==> config.mk <==
export PLATFORM = sky130hd
export DESIGN_NAME = gerador_eco_flat
export DESIGN_NICKNAME = d
export VERILOG_FILES = /design/src/rtl/gerador_eco_if.sv /design/src/rtl/gerador_eco.sv /design/src/flat_wrapper.sv
export SDC_FILE = /design/constraint.sdc
export NUM_CORES = 1
export LEC_CHECK = 0
export BUFFER_PORTS_ARGS = -buffer_cell sky130_fd_sc_hd__clkbuf_2
export CAP_MARGIN = 10
export CORE_MARGIN = 10
export CORE_UTILIZATION = 55
export CTS_BUF_LIST = sky130_fd_sc_hd__clkbuf_8
export DETAILED_ROUTE_END_ITERATION = 10
export PLACE_DENSITY = 0.81
export SYNTH_ARGS = -nofsm -noshare
export SYNTH_HDL_FRONTEND = slang
export SYNTH_SLANG_ARGS = --single-unit
==> constraint.sdc <==
create_clock -name clock -period 3.9 [get_ports clock]
set_clock_uncertainty 0.1 [all_clocks]
set_input_delay 0.39 -clock clock [delete_from_list [all_inputs] [get_ports clock]]
set_output_delay 0.39 -clock clock [all_outputs]
set_load 0.02 [all_outputs]
==> src/rtl/gerador_eco_if.sv <==
// Echo-emulator signal bundle: trigger/distance request and the emulated sensor responses.
interface gerador_eco_if;
  logic        trigger;
  logic [11:0] distancia_bcd;
  logic        echo;
  logic        ocupado;
  logic        pronto;
  logic        erro;

  modport master (
    output trigger, distancia_bcd,
    input  echo, ocupado, pronto, erro
  );

  modport slave (
    input  trigger, distancia_bcd,
    output echo, ocupado, pronto, erro
  );
endinterface

==> src/rtl/gerador_eco.sv <==
// HC-SR04 echo emulator: qualifies a trigger, waits a fixed acoustic delay, then
// holds echo high for distance x TICKS_PER_CM cycles, counting a latched BCD value down.
module gerador_eco #(
  parameter int unsigned TICKS_PER_CM = 2941,
  parameter int unsigned TRIG_MIN     = 500,
  parameter int unsigned ECHO_DELAY   = 100
) (
  input  logic         clock,
  input  logic         reset,
  gerador_eco_if.slave bus
);

  localparam int unsigned TRIG_W = $clog2(TRIG_MIN + 1);
  localparam int unsigned DLY_W  = (ECHO_DELAY > 1) ? $clog2(ECHO_DELAY) : 1;
  localparam int unsigned TICK_W = (TICKS_PER_CM > 1) ? $clog2(TICKS_PER_CM) : 1;

  localparam logic [TRIG_W-1:0] TRIG_SAT  = TRIG_W'(TRIG_MIN);
  localparam logic [DLY_W-1:0]  DLY_LAST  = DLY_W'(ECHO_DELAY - 1);
  localparam logic [TICK_W-1:0] TICK_LAST = TICK_W'(TICKS_PER_CM - 1);

  typedef enum logic [2:0] {
    INICIAL,
    MEDE_TRIGGER,
    ATRASO,
    ECO,
    FIM
  } state_t;

  state_t              state_q,    state_d;
  logic [TRIG_W-1:0]   trig_cnt_q, trig_cnt_d;
  logic [DLY_W-1:0]    dly_cnt_q,  dly_cnt_d;
  logic [TICK_W-1:0]   tick_cnt_q, tick_cnt_d;
  logic [11:0]         bcd_q,      bcd_d;
  logic                invalido_q, invalido_d;
  logic                echo_q, ocupado_q, pronto_q, erro_q;

  function automatic logic bcd_invalido(input logic [11:0] b);
    return (b[11:8] > 4'd9) || (b[7:4] > 4'd9) || (b[3:0] > 4'd9);
  endfunction

  // Decrement by one with digit borrow; only called on a non-zero value.
  function automatic logic [11:0] bcd_dec(input logic [11:0] b);
    logic [3:0] h, t, u;
    h = b[11:8];
    t = b[7:4];
    u = b[3:0];
    if (u != 4'd0) begin
      u = u - 4'd1;
    end else begin
      u = 4'd9;
      if (t != 4'd0) begin
        t = t - 4'd1;
      end else begin
        t = 4'd9;
        h = h - 4'd1;
      end
    end
    return {h, t, u};
  endfunction

  always_ff @(posedge clock or posedge reset) begin
    if (reset) begin
      state_q    <= INICIAL;
      trig_cnt_q <= '0;
      dly_cnt_q  <= '0;
      tick_cnt_q <= '0;
      bcd_q      <= '0;
      invalido_q <= 1'b0;
      echo_q     <= 1'b0;
      ocupado_q  <= 1'b0;
      pronto_q   <= 1'b0;
      erro_q     <= 1'b0;
    end else begin
      state_q    <= state_d;
      trig_cnt_q <= trig_cnt_d;
      dly_cnt_q  <= dly_cnt_d;
      tick_cnt_q <= tick_cnt_d;
      bcd_q      <= bcd_d;
      invalido_q <= invalido_d;
      echo_q     <= (state_d == ECO);
      ocupado_q  <= (state_d == ATRASO) || (state_d == ECO) || (state_d == FIM);
      pronto_q   <= (state_d == FIM);
      erro_q     <= (state_d == FIM) && invalido_d;
    end
  end

  always_comb begin
    state_d    = state_q;
    trig_cnt_d = trig_cnt_q;
    dly_cnt_d  = dly_cnt_q;
    tick_cnt_d = tick_cnt_q;
    bcd_d      = bcd_q;
    invalido_d = invalido_q;

    unique case (state_q)
      INICIAL: begin
        // The sample that leaves idle already counts as one high cycle.
        trig_cnt_d = '0;
        if (bus.trigger) begin
          state_d    = MEDE_TRIGGER;
          trig_cnt_d = TRIG_W'(1);
        end
      end

      MEDE_TRIGGER: begin
        if (bus.trigger) begin
          if (trig_cnt_q < TRIG_SAT) trig_cnt_d = trig_cnt_q + TRIG_W'(1);
        end else if (trig_cnt_q >= TRIG_SAT) begin
          state_d    = ATRASO;
          dly_cnt_d  = '0;
          bcd_d      = bus.distancia_bcd;
          invalido_d = bcd_invalido(bus.distancia_bcd);
        end else begin
          state_d = INICIAL;
        end
      end

      ATRASO: begin
        if (dly_cnt_q == DLY_LAST) begin
          tick_cnt_d = '0;
          if (invalido_q || (bcd_q == 12'h000)) state_d = FIM;
          else                                  state_d = ECO;
        end else begin
          dly_cnt_d = dly_cnt_q + DLY_W'(1);
        end
      end

      ECO: begin
        if (tick_cnt_q == TICK_LAST) begin
          tick_cnt_d = '0;
          bcd_d      = bcd_dec(bcd_q);
          if (bcd_q == 12'h001) state_d = FIM;
        end else begin
          tick_cnt_d = tick_cnt_q + TICK_W'(1);
        end
      end

      FIM: state_d = INICIAL;

      default: state_d = INICIAL;
    endcase
  end

  assign bus.echo    = echo_q;
  assign bus.ocupado = ocupado_q;
  assign bus.pronto  = pronto_q;
  assign bus.erro    = erro_q;

endmodule

==> src/flat_wrapper.sv <==
// flat-port wrapper written by rule: the top's interface ports become plain ports
module gerador_eco_flat 
#(
  parameter int unsigned TICKS_PER_CM = 2941,
  parameter int unsigned TRIG_MIN     = 500,
  parameter int unsigned ECHO_DELAY   = 100
)
  (clock, reset, bus_trigger, bus_distancia_bcd, bus_echo, bus_ocupado, bus_pronto, bus_erro);
  gerador_eco_if bus_i ();
  input  logic clock;
  input  logic reset;
  input wire logic [$bits(bus_i.trigger)-1:0] bus_trigger;
  input wire logic [$bits(bus_i.distancia_bcd)-1:0] bus_distancia_bcd;
  output wire logic [$bits(bus_i.echo)-1:0] bus_echo;
  output wire logic [$bits(bus_i.ocupado)-1:0] bus_ocupado;
  output wire logic [$bits(bus_i.pronto)-1:0] bus_pronto;
  output wire logic [$bits(bus_i.erro)-1:0] bus_erro;
  assign bus_i.trigger = bus_trigger;
  assign bus_i.distancia_bcd = bus_distancia_bcd;
  assign bus_echo = bus_i.echo;
  assign bus_ocupado = bus_i.ocupado;
  assign bus_pronto = bus_i.pronto;
  assign bus_erro = bus_i.erro;
  gerador_eco #(.TICKS_PER_CM(TICKS_PER_CM), .TRIG_MIN(TRIG_MIN), .ECHO_DELAY(ECHO_DELAY)) u_core (.clock(clock), .reset(reset), .bus(bus_i));
endmodule
==> impl_metrics.prom <==
# TYPE chip_impl_metric gauge
chip_impl_metric{name="dr.pass1.iters",unit=""} 4
chip_impl_metric{name="async_flop_share",unit="%"} 100
chip_impl_info{name="synth_top_flop_cell",value="sky130_fd_sc_hd__dfrtp_1"} 1
chip_impl_metric{name="fp.dieW",unit="µm"} 90.8
chip_impl_metric{name="vias",unit=""} 2316
chip_impl_metric{name="shortest_clock_period_the_worst_path_allows_after_layout",unit="ns"} 2.87
chip_impl_metric{name="power_density",unit="nW/µm²"} 281
chip_impl_metric{name="track_usage",unit="%"} 14.4
chip_impl_info{name="critical_path_class",value="flop to flop"} 1
chip_impl_metric{name="finalCoreUtilization",unit="%"} 62.0
chip_impl_metric{name="num-nets-final",unit=""} 340
chip_impl_metric{name="placeableCoreArea",unit="µm²"} 4790
chip_impl_metric{name="number_of_global_route_vias_before_repair",unit=""} 2201
chip_impl_metric{name="fp.dieArea",unit="µm²"} 8250
chip_impl_info{name="tritoncts",value="done"} 1
chip_impl_info{name="timing.critical_path.cells",value="nor2b_1 > nand2_4 > nor2_1 > o21ai_0 > a31oi_1"} 1
chip_impl_metric{name="post_cts_resized",unit=""} 0
chip_impl_info{name="crit_slowest_cell",value="sky130_fd_sc_hd__nor2_1"} 1
chip_impl_metric{name="cts_num_sinks",unit=""} 48
chip_impl_metric{name="postSynthAreaPerCell",unit="µm²"} 9.05
chip_impl_info{name="setup_repair_after_global_routing_missed_its_margin",value="no"} 1
chip_impl_metric{name="layout_cell_share_with_drive_strength_beyond_1",unit="%"} 14.7
chip_impl_metric{name="synth_warnings",unit=""} 0
chip_impl_info{name="mostFrequentLayoutCells",value="sky130_fd_sc_hd__dfrtp_1, sky130_fd_sc_hd__nor2_1, sky130_fd_sc_hd__nand2_1, sky130_fd_sc_hd__o21ai_0"} 1
chip_impl_metric{name="syn_to_final_growth",unit="%"} 7.57
chip_impl_metric{name="ant_nets",unit=""} 0
chip_impl_metric{name="cts_buffers",unit=""} 5
chip_impl_info{name="start_kind",value="flop"} 1
chip_impl_metric{name="synth_area",unit="µm²"} 2760
chip_impl_metric{name="max_slew.worst_pin.slew",unit="ns"} 0.986
chip_impl_info{name="endpoint_class_of_the_critical_path",value="flop"} 1
chip_impl_metric{name="clock_insertion_delay_worst_skew",unit="ns"} 0.30
chip_impl_metric{name="ctsHoldBuffers",unit=""} 0
chip_impl_metric{name="timing.final.hold_violations",unit=""} 0
chip_impl_metric{name="mappedNetlistNets",unit=""} 326
chip_impl_metric{name="cellLeakagePower",unit="nW"} 1.24
chip_impl_metric{name="grt_first_pass_wirelength",unit="µm"} 10300
chip_impl_metric{name="share_clk_of_total_power",unit="%"} 36.8
chip_impl_metric{name="fillerInstances",unit=""} 427
chip_impl_metric{name="gp_congestion",unit=""} 0.841
chip_impl_metric{name="detailed_place_hpwl",unit="µm"} 4190
chip_impl_metric{name="power.switching_fraction",unit="%"} 24.0
chip_impl_metric{name="grt_max_degree",unit=""} 49
chip_impl_metric{name="finalWirelength",unit="µm"} 5870
chip_impl_metric{name="finalSetupTns",unit="ns"} 0
chip_impl_metric{name="initial_core_util",unit="%"} 57.7
chip_impl_metric{name="synth.yosys.seq_area_share",unit="%"} 43.5
chip_impl_metric{name="drc",unit=""} 0
chip_impl_info{name="hold_class",value="input port to async pin"} 1
chip_impl_metric{name="synth.lib_cells_used.distinct",unit=""} 61
chip_impl_metric{name="worst_ep_arrival_time",unit="ns"} 2.99
chip_impl_metric{name="clk_transition_reported_paths",unit="ns"} 0.10
chip_impl_metric{name="power.share.sequential",unit="%"} 60.0
chip_impl_metric{name="post-cts-setup-buffer-count",unit=""} 0
chip_impl_metric{name="htree_num_levels",unit=""} 2
chip_impl_metric{name="post-route-period-util",unit="%"} 73.6
chip_impl_metric{name="avgViaCountPerCell",unit=""} 5.98
chip_impl_metric{name="netSwitchingPower",unit="mW"} 0.200
chip_impl_metric{name="port-buffer-count",unit=""} 18
chip_impl_metric{name="timing.critical_path.slowest_cell_delay",unit="ns"} 0.76
chip_impl_metric{name="antenna-diode-count",unit=""} 0
chip_impl_metric{name="clockBufferDepth",unit=""} 2
chip_impl_metric{name="worst_case_hold_slack",unit="ns"} 0.194
chip_impl_metric{name="die-height",unit="µm"} 90.8
chip_impl_metric{name="clock.fmax",unit="GHz"} 0.348
chip_impl_info{name="layout.cells.most_common",value="sky130_fd_sc_hd__dfrtp_1"} 1
chip_impl_metric{name="post_synth_inst_count",unit=""} 305
chip_impl_metric{name="drt_iter0_markers",unit=""} 165
chip_impl_metric{name="antenna_found_initial",unit=""} 0
chip_impl_metric{name="final_routed_wire_length_divided_by_cell_count",unit="µm"} 15.2
chip_impl_metric{name="drv_cap",unit=""} 0
chip_impl_metric{name="power.combinational.fraction",unit="%"} 3.2
chip_impl_metric{name="slew_headroom",unit="%"} 34.2
chip_impl_metric{name="grt_overflow_total",unit=""} 0
chip_impl_metric{name="post_placement_cell_count",unit=""} 379
chip_impl_metric{name="design.portCount",unit=""} 19
chip_impl_metric{name="finalSetupViolations",unit=""} 0
chip_impl_metric{name="path_max_fanout",unit=""} 17
chip_impl_metric{name="internal_power",unit="mW"} 0.635
chip_impl_info{name="status",value="finished clean"} 1
chip_impl_metric{name="postSynthRegisterBits",unit=""} 48
chip_impl_metric{name="slew_viol_final",unit=""} 0
chip_impl_info{name="clock_tree.root_cell",value="sky130_fd_sc_hd__clkbuf_8"} 1
chip_impl_metric{name="power.ir.vdd_worst",unit="mV"} 0.255
chip_impl_metric{name="synth-edff-count",unit=""} 0
chip_impl_metric{name="cp_data_required_time",unit="ns"} 4.03
chip_impl_metric{name="post_layout_nonfiller_instances",unit=""} 387
chip_impl_metric{name="row_count",unit=""} 25
[metrics by stage]
step	setup WS [ns]	total power, mW	area, µm²
floorplan	2.00	0.525	2760
global placement	1.22	0.537	2880
detailed placement	1.09	0.538	2880
CTS	1.08	0.844	2970
global route	0.729	0.872	2970
finish	1.03	0.835	2970
[state kept, by name (all words and copies together) (netlist names)]
register            flops
u_core.bus.echo         1
u_core.bus.pronto       1
u_core.bcd_q           12
u_core.tick_cnt_q      12
u_core.bus.ocupado      1
u_core.trig_cnt_q       9
u_core.state_q          3
u_core.dly_cnt_q        7
u_core.bus.erro         1
u_core.invalido_q       1
[cell type report]
class	instances	area [µm²]	area share, %
clock buffer	5	68.8	2.32
clock inverter	3	23.8	0.801
multi-input combinational	230	1430	48.3
sequential	48	1200	40.5
timing repair buffer	20	105	3.54
inverter	14	52.6	1.77
tap	67	83.8	2.82
[power groups by stage]
stage | Clock (mW) | Combinational [mW] | Sequential [mW]
after floorplan | 0 | 0.0144 | 0.510
after global placement | 0 | 0.0266 | 0.510
after detailed placement | 0 | 0.0273 | 0.511
after CTS | 0.316 | 0.0274 | 0.501
after global routing | 0.340 | 0.0308 | 0.501
final | 0.308 | 0.0265 | 0.501
[worst max-delay path: cells and delay by family (launching register included)]
family,cells,cell delay (ns)
flip-flops,1,0.66
AND/OR/NAND/NOR,3,1.61
AO/OA/AOI/OAI,2,0.42
[cells in the mapped netlist (2+ instances only)]
library cell	number	area, µm²
sky130_fd_sc_hd__clkbuf_2	2	10.0
sky130_fd_sc_hd__a22o_1	2	17.5
sky130_fd_sc_hd__o21ai_1	2	10.0
sky130_fd_sc_hd__nand2_1	23	86.3
sky130_fd_sc_hd__buf_4	2	15.0
sky130_fd_sc_hd__buf_2	5	25.0
sky130_fd_sc_hd__nand4_1	10	62.6
sky130_fd_sc_hd__a21oi_1	16	80.1
sky130_fd_sc_hd__mux2_2	3	33.8
sky130_fd_sc_hd__nor3_2	2	20.0
sky130_fd_sc_hd__nor3_1	6	30.0
sky130_fd_sc_hd__o221ai_1	3	26.3
sky130_fd_sc_hd__and3_1	5	31.3
sky130_fd_sc_hd__nor2b_1	2	12.5
sky130_fd_sc_hd__or3_1	2	12.5
sky130_fd_sc_hd__and2_1	2	12.5
sky130_fd_sc_hd__xor2_1	3	26.3
sky130_fd_sc_hd__nand2b_1	3	18.8
sky130_fd_sc_hd__nor2_1	35	131
sky130_fd_sc_hd__o31ai_1	2	15.0
sky130_fd_sc_hd__clkbuf_1	3	11.3
sky130_fd_sc_hd__o22a_1	3	26.3
sky130_fd_sc_hd__nand3b_1	2	15.0
sky130_fd_sc_hd__o21ai_0	23	115
sky130_fd_sc_hd__nand3_1	18	90.1
sky130_fd_sc_hd__o211ai_1	4	30.0
sky130_fd_sc_hd__xnor2_1	6	52.6
sky130_fd_sc_hd__a31oi_1	10	62.6
sky130_fd_sc_hd__or4_4	2	22.5
sky130_fd_sc_hd__and4_1	2	17.5
sky130_fd_sc_hd__ha_1	6	75.1
sky130_fd_sc_hd__a211oi_1	4	30.0
sky130_fd_sc_hd__dfrtp_1	48	1200
sky130_fd_sc_hd__nor4_2	3	37.5
sky130_fd_sc_hd__inv_1	14	52.6
sky130_fd_sc_hd__a22oi_1	2	15.0
[final timing paths]
kind	depth (start not counted)	to	slack (ns)	start
setup / recovery	5	u_core.tick_cnt_q[7]$_DFFE_PP0P_	1.03	u_core.state_q[0]$_DFF_PP0_
max in group asynchronous	2	u_core.bcd_q[3]$_DFFE_PP0P_	2.89	reset
hold reg to reg	1	u_core.tick_cnt_q[11]$_DFFE_PP0P_	0.41	u_core.tick_cnt_q[11]$_DFFE_PP0P_
min in group clock	3	u_core.bcd_q[4]$_DFFE_PP0P_	0.27	bus_distancia_bcd[4]
hold / removal	2	u_core.trig_cnt_q[7]$_DFFE_PP0P_	0.19	reset
setup reg to reg	5	u_core.tick_cnt_q[7]$_DFFE_PP0P_	1.03	u_core.state_q[0]$_DFF_PP0_
[metal layers]
layer	GRT usage, %	share of wire, %
met1	19.5	49
met2	22.1	45
met3	3.24	4.6
met4	4.96	0.72
met5	0	0
[kinds of logic after synthesis]
logic type / share of synthesized area [%]
muxes: 1.59
buffers and inverters: 4.53
DFF: 43.5
AOI/OAI and AO/OA: 19.0
adders and majority gates: 2.72
xor gates and xnor gates: 2.86
and+or+nand+nor: 25.7
Note: power is estimated with default switching activity, not from simulation.
